### config.mk
export PLATFORM = sky130hd
export DESIGN_NAME = mem_port_arbiter_flat
export DESIGN_NICKNAME = d
export VERILOG_FILES = /design/src/rtl/mem_port_arbiter_if.sv /design/src/rtl/mem_port_arbiter.sv /design/src/flat_wrapper.sv
export SDC_FILE = /design/constraint.sdc
export NUM_CORES = 1
export LEC_CHECK = 0
export CAP_MARGIN = 20
export CORE_AREA = 2 2 122 124
export CTS_CLUSTER_DIAMETER = 80
export DETAILED_ROUTE_END_ITERATION = 6
export DIE_AREA = 0 0 124 126
export GPL_ROUTABILITY_DRIVEN = 0
export PLACE_DENSITY = 0.7
export SYNTH_ARGS = -nofsm -noshare
export SYNTH_HDL_FRONTEND = slang
export SYNTH_SLANG_ARGS = --single-unit
### constraint.sdc
create_clock -name clk -period 2.7 [get_ports clk]
set_input_delay 0.405 -clock clk [delete_from_list [all_inputs] [get_ports clk]]
set_output_delay 0.405 -clock clk [all_outputs]
set_load 0.02 [all_outputs]
### src/rtl/mem_port_arbiter_if.sv
// Bundle of the fetch, load/store and memory-side channels around the shared memory port.
// The arbiter connects through the slave modport; the core/memory side uses master.
interface mem_port_arbiter_if #(
    parameter int ADDR_W = 32,
    parameter int DATA_W = 32
);
    logic [ADDR_W-1:0]   i_addr;
    logic                i_valid;
    logic                i_ready;
    logic [DATA_W-1:0]   i_rdata;
    logic                i_rvalid;
    logic                i_rready;

    logic [ADDR_W-1:0]   d_addr;
    logic                d_read;
    logic                d_write;
    logic [DATA_W-1:0]   d_wdata;
    logic [DATA_W/8-1:0] d_wstrb;
    logic                d_ready;
    logic [DATA_W-1:0]   d_rdata;
    logic                d_rvalid;
    logic                d_rready;

    logic [ADDR_W-1:0]   m_addr;
    logic                m_read;
    logic                m_write;
    logic [DATA_W-1:0]   m_wdata;
    logic [DATA_W/8-1:0] m_wstrb;
    logic                m_req_ready;
    logic [DATA_W-1:0]   m_rdata;
    logic                m_rvalid;
    logic                m_rready;

    modport master (
        output i_addr, i_valid, i_rready,
        output d_addr, d_read, d_write, d_wdata, d_wstrb, d_rready,
        output m_req_ready, m_rdata, m_rvalid,
        input  i_ready, i_rdata, i_rvalid,
        input  d_ready, d_rdata, d_rvalid,
        input  m_addr, m_read, m_write, m_wdata, m_wstrb, m_rready
    );

    modport slave (
        input  i_addr, i_valid, i_rready,
        input  d_addr, d_read, d_write, d_wdata, d_wstrb, d_rready,
        input  m_req_ready, m_rdata, m_rvalid,
        output i_ready, i_rdata, i_rvalid,
        output d_ready, d_rdata, d_rvalid,
        output m_addr, m_read, m_write, m_wdata, m_wstrb, m_rready
    );
endinterface

### src/rtl/mem_port_arbiter.sv
// Shares one memory port between instruction fetch and load/store, one transaction
// in flight, round-robin on ties, with a counter of tie cycles seen in IDLE.
module mem_port_arbiter #(
    parameter int ADDR_W = 32,
    parameter int DATA_W = 32
) (
    input  logic                 clk,
    input  logic                 rst,
    mem_port_arbiter_if.slave    bus,
    output logic [31:0]          conflict_cnt,
    output logic [1:0]           dbg_state
);
    localparam int STRB_W = DATA_W / 8;

    // Handshakes: a request or response transfers in a cycle where valid and ready
    // are both high at the rising edge; ready may depend combinationally on valid.
    typedef enum logic [1:0] {IDLE = 2'd0, REQ = 2'd1, RESP = 2'd2} state_t;
    typedef enum logic {INST = 1'b0, DATA = 1'b1} side_t;

    state_t state, next_state;
    side_t  owner, last_grant, winner;
    logic   grant, tie;
    logic   rready_sel;
    logic   i_pend, d_pend;

    assign i_pend    = bus.i_valid;
    assign d_pend    = bus.d_read | bus.d_write;
    assign dbg_state = state;

    always_ff @(posedge clk) begin
        if (!rst) begin
            state        <= IDLE;
            owner        <= INST;
            last_grant   <= DATA;
            conflict_cnt <= 32'd0;
        end else begin
            state <= next_state;
            if (grant) begin
                owner      <= winner;
                last_grant <= winner;
            end
            if (tie) conflict_cnt <= conflict_cnt + 32'd1;
        end
    end

    always_comb begin
        next_state   = state;
        grant        = 1'b0;
        tie          = 1'b0;
        winner       = INST;
        rready_sel   = 1'b0;
        bus.i_ready  = 1'b0;
        bus.i_rdata  = {DATA_W{1'b0}};
        bus.i_rvalid = 1'b0;
        bus.d_ready  = 1'b0;
        bus.d_rdata  = {DATA_W{1'b0}};
        bus.d_rvalid = 1'b0;
        bus.m_addr   = {ADDR_W{1'b0}};
        bus.m_read   = 1'b0;
        bus.m_write  = 1'b0;
        bus.m_wdata  = {DATA_W{1'b0}};
        bus.m_wstrb  = {STRB_W{1'b0}};
        bus.m_rready = 1'b0;

        unique case (state)
            IDLE: begin
                if (i_pend && d_pend) begin
                    grant  = 1'b1;
                    tie    = 1'b1;
                    winner = (last_grant == INST) ? DATA : INST;
                end else if (i_pend) begin
                    grant  = 1'b1;
                    winner = INST;
                end else if (d_pend) begin
                    grant  = 1'b1;
                    winner = DATA;
                end
                if (grant) next_state = REQ;
            end
            REQ: begin
                if (owner == INST) begin
                    bus.m_addr  = bus.i_addr;
                    bus.m_read  = 1'b1;
                    bus.i_ready = bus.m_req_ready;
                    if (bus.m_req_ready) next_state = RESP;
                end else begin
                    // A store takes priority if the core raises both read and write.
                    bus.m_addr  = bus.d_addr;
                    bus.m_write = bus.d_write;
                    bus.m_read  = bus.d_read & ~bus.d_write;
                    bus.m_wdata = bus.d_wdata;
                    bus.m_wstrb = bus.d_wstrb;
                    bus.d_ready = bus.m_req_ready;
                    if (bus.m_req_ready) next_state = bus.d_write ? IDLE : RESP;
                end
            end
            RESP: begin
                if (owner == INST) begin
                    bus.i_rdata  = bus.m_rdata;
                    bus.i_rvalid = bus.m_rvalid;
                    rready_sel   = bus.i_rready;
                end else begin
                    bus.d_rdata  = bus.m_rdata;
                    bus.d_rvalid = bus.m_rvalid;
                    rready_sel   = bus.d_rready;
                end
                bus.m_rready = rready_sel;
                if (bus.m_rvalid && rready_sel) next_state = IDLE;
            end
            default: next_state = IDLE;
        endcase
    end
endmodule

### src/flat_wrapper.sv
// flat-port wrapper written by rule: the top's interface ports become plain ports
module mem_port_arbiter_flat 
#(
    parameter int ADDR_W = 32,
    parameter int DATA_W = 32
)
  (clk, rst, conflict_cnt, dbg_state, bus_i_addr, bus_i_valid, bus_i_rready, bus_d_addr, bus_d_read, bus_d_write, bus_d_wdata, bus_d_wstrb, bus_d_rready, bus_m_req_ready, bus_m_rdata, bus_m_rvalid, bus_i_ready, bus_i_rdata, bus_i_rvalid, bus_d_ready, bus_d_rdata, bus_d_rvalid, bus_m_addr, bus_m_read, bus_m_write, bus_m_wdata, bus_m_wstrb, bus_m_rready);
  mem_port_arbiter_if #(.ADDR_W(ADDR_W), .DATA_W(DATA_W)) bus_i ();
  input  logic clk;
  input  logic rst;
  output logic [31:0] conflict_cnt;
  output logic [1:0] dbg_state;
  input wire logic [$bits(bus_i.i_addr)-1:0] bus_i_addr;
  input wire logic [$bits(bus_i.i_valid)-1:0] bus_i_valid;
  input wire logic [$bits(bus_i.i_rready)-1:0] bus_i_rready;
  input wire logic [$bits(bus_i.d_addr)-1:0] bus_d_addr;
  input wire logic [$bits(bus_i.d_read)-1:0] bus_d_read;
  input wire logic [$bits(bus_i.d_write)-1:0] bus_d_write;
  input wire logic [$bits(bus_i.d_wdata)-1:0] bus_d_wdata;
  input wire logic [$bits(bus_i.d_wstrb)-1:0] bus_d_wstrb;
  input wire logic [$bits(bus_i.d_rready)-1:0] bus_d_rready;
  input wire logic [$bits(bus_i.m_req_ready)-1:0] bus_m_req_ready;
  input wire logic [$bits(bus_i.m_rdata)-1:0] bus_m_rdata;
  input wire logic [$bits(bus_i.m_rvalid)-1:0] bus_m_rvalid;
  output wire logic [$bits(bus_i.i_ready)-1:0] bus_i_ready;
  output wire logic [$bits(bus_i.i_rdata)-1:0] bus_i_rdata;
  output wire logic [$bits(bus_i.i_rvalid)-1:0] bus_i_rvalid;
  output wire logic [$bits(bus_i.d_ready)-1:0] bus_d_ready;
  output wire logic [$bits(bus_i.d_rdata)-1:0] bus_d_rdata;
  output wire logic [$bits(bus_i.d_rvalid)-1:0] bus_d_rvalid;
  output wire logic [$bits(bus_i.m_addr)-1:0] bus_m_addr;
  output wire logic [$bits(bus_i.m_read)-1:0] bus_m_read;
  output wire logic [$bits(bus_i.m_write)-1:0] bus_m_write;
  output wire logic [$bits(bus_i.m_wdata)-1:0] bus_m_wdata;
  output wire logic [$bits(bus_i.m_wstrb)-1:0] bus_m_wstrb;
  output wire logic [$bits(bus_i.m_rready)-1:0] bus_m_rready;
  assign bus_i.i_addr = bus_i_addr;
  assign bus_i.i_valid = bus_i_valid;
  assign bus_i.i_rready = bus_i_rready;
  assign bus_i.d_addr = bus_d_addr;
  assign bus_i.d_read = bus_d_read;
  assign bus_i.d_write = bus_d_write;
  assign bus_i.d_wdata = bus_d_wdata;
  assign bus_i.d_wstrb = bus_d_wstrb;
  assign bus_i.d_rready = bus_d_rready;
  assign bus_i.m_req_ready = bus_m_req_ready;
  assign bus_i.m_rdata = bus_m_rdata;
  assign bus_i.m_rvalid = bus_m_rvalid;
  assign bus_i_ready = bus_i.i_ready;
  assign bus_i_rdata = bus_i.i_rdata;
  assign bus_i_rvalid = bus_i.i_rvalid;
  assign bus_d_ready = bus_i.d_ready;
  assign bus_d_rdata = bus_i.d_rdata;
  assign bus_d_rvalid = bus_i.d_rvalid;
  assign bus_m_addr = bus_i.m_addr;
  assign bus_m_read = bus_i.m_read;
  assign bus_m_write = bus_i.m_write;
  assign bus_m_wdata = bus_i.m_wdata;
  assign bus_m_wstrb = bus_i.m_wstrb;
  assign bus_m_rready = bus_i.m_rready;
  mem_port_arbiter #(.ADDR_W(ADDR_W), .DATA_W(DATA_W)) u_core (.clk(clk), .rst(rst), .bus(bus_i), .conflict_cnt(conflict_cnt), .dbg_state(dbg_state));
endmodule
==> flow_summary.ini <==
[global_routing]
globalRouteMet1Util_pct = 20.3
grt_max_degree = 67
grtUsageMet2_pct = 31.7
grt.overflow.total = 0
top_usage_layer = met2
grt_pass1_wl_um = 21400
grt_use_met3_pct = 4.71
grt_pass1_vias = 3916
grt_use_total_pct = 17.6
antenna_found_initial = 1

[floorplanning]
ios = 314
core_area_um2 = 14300
die-area_um2 = 15600
dieHeight_um = 126
start_util_pct = 20.2
dieWidth_um = 124
rows = 44

[synthesis]
yosysMostFrequentCell = and2_1
synth_top_cell_by_area = dfxtp_1
async_flop_share_pct = 0
ys_warn_count = 0
synth_cell_types = 37
synth_ff_type = dfxtp_1
ys_ff_latch = 36
synthCells = 396
yosysTopAreaCellShare_pct = 24.9
postSynthAreaPerCell_um2 = 7.32
synth_nets = 538
ys_seq_area_share_pct = 24.9
synth_edf_count = 0
netlist_area_um2 = 2900
synthTopCellsByCount = and2_1 (65), nor2_1 (56), and3_1 (43)
ys_top_cells_by_area = dfxtp_1 (25%), and2_1 (14%), mux2i_1 (12%)

[timing]
rsz0062_at_grt = false
hold_viol = 0
period_needed_ns = 2.56
min_period_over_period_pct = 94.7
tns_ns = 0
max-slew-margin-rel_pct = 67.1
max_freq_mhz = 391
tightest_slew_ns = 0.489
setup_viol = 0
finalClockSkew_ns = 0.00412
final_max_slew_viol_count = 0

[cts]
cts.sinks = 36
clk_latency_ns = 0.28
cts_buffer_depth = 2
cts_tree = built
numCtsBuffers = 5
root_buffer = clkbuf_16
cts.clk_slew.worst_paths_ns = 0.05
htree_levels = 2
hold_buffers = 0

[layout]
final_cell_area_um2 = 6380
area_growth_pct = 120
final_util_pct = 44.6
layout.nets = 837
fillers = 1421
drive_above_1_share_pct = 3.45

[placed_design]
port_buffers = 313
dp_hpwl_um = 11700
dpl_cell_area_um2 = 6230

[drt]
first_pass_iters = 4
ant_nets = 0
drt_iter0_drc = 134
drt-wirelength-per-cell_um = 16.3
drc = 0
dr_total_vias = 3896
routed_wl_um = 14300
vias_per_cell = 4.42

[power]
power_leakage_nw = 2.45
irDropWorstVdd_mv = 0.201
power.total_w = 0.00187
power_density_nw_per_um2 = 293

[critical_path]
crit_required_ns = 2.30
cp-start-kind = register
worstPathArrival_ns = 2.15
cp_max_fo = 31
crit_type = reg2out
cp-end-kind = primary output
reg2reg_slack_ns = 0.78

[min_path]
min_path_type = reg2reg

[run_status]
status = complete, no violations

[flow_run]
cap_violations = 0
==> per-layer routing <==
layer  vias to the layer above  wire length (um)
met5                         -                 0
met2                       181              7130
met4                         0               168
met1                      1740              5790
met3                        13              1240
li1                       1962                 -
==> per-stage QoR <==
stage,hold slack (ns),std cells,worst slack [ns]
floorplan,0.467,396,0.753
global placement,0.476,872,0.329
detailed placement,0.475,872,0.340
CTS,0.483,880,0.0463
global route,0.546,881,0.00527
finish,0.486,881,0.142
==> timing repair <==
item,in CTS,in global routing
buffers inserted,0,0
setup endpoints to repair,0,47
gates resized for setup,0,2
==> cells by family (layout without fill, tap and decap cells) <==
group | Yosys count | after routing | share of synthesized area (%)
buf+inv | 37 | 337 | 4.97
simple gates | 235 | 235 | 46.2
xor+xnor | 17 | 17 | 5.14
flops | 36 | 36 | 24.9
compound gates | 36 | 36 | 6.69
other cells | 0 | 1 | 0
mux | 34 | 34 | 11.7
fa+ha+maj | 1 | 1 | 0.432
==> registers in the layout (all words and copies together) (netlist names) <==
signal and count:
u_core.conflict_cnt 32, u_core.dbg_state 2, u_core.last_grant 1, u_core.owner 1
==> power breakdown <==
part / leakage (nW) / total, W / switching (W) / internal [W]
Combinational: 2.09 / 0.000730 / 0.000321 / 0.000409
Clock: 0.0712 / 0.000576 / 0.000208 / 0.000368
Sequential: 0.292 / 0.000562 / 0.0000215 / 0.000541
Total: 2.45 / 0.00187 / 0.000550 / 0.00132
==> placed cells by master, fill, tap and decap left out, drive strengths merged, types with 4 or more instances in the layout <==
cell	Yosys	final
and3	43	43
o21ai	13	13
nor2	57	57
dfxtp	36	36
nand2	14	14
nand4	14	14
nor3	4	4
inv	7	7
clkbuf	25	8
and2	65	65
xnor2	6	6
nand2b	4	4
xor2	11	11
clkdlybuf4s50	0	313
or3	12	12
mux2i	34	34
buf	5	9
a21oi	18	18
and4	8	8
nand3	8	8
==> cell type report <==
class                      instances  area (um2)  area share, %
antenna                            1        2.50         0.0392
timing repair buffer             322        3210           50.3
multi-input combinational        323        2040           32.0
tap                              184         230           3.61
inverter                           7        26.3          0.412
sequential                        36         726           11.4
clock buffer                       8         146           2.29
==> worst max-delay path, stage by stage (launching register included) <==
cell             delay, ns
dfxtp_1               0.47
nor2b_4               0.29
buf_4                 0.29
and3_1                0.21
clkdlybuf4s50_1       0.62
==> path summary, 6_finish.rpt <==
check                                  to               startpoint  cells after the start
setup / recovery          bus_m_wdata[28]      u_core.dbg_state[0]                      4
hold / removal    u_core.conflict_cnt[31]  u_core.conflict_cnt[31]                      2
setup reg to reg  u_core.conflict_cnt[31]   u_core.conflict_cnt[9]                      6
hold reg to reg   u_core.conflict_cnt[31]  u_core.conflict_cnt[31]                      2
(Power assumes the default switching activity.)
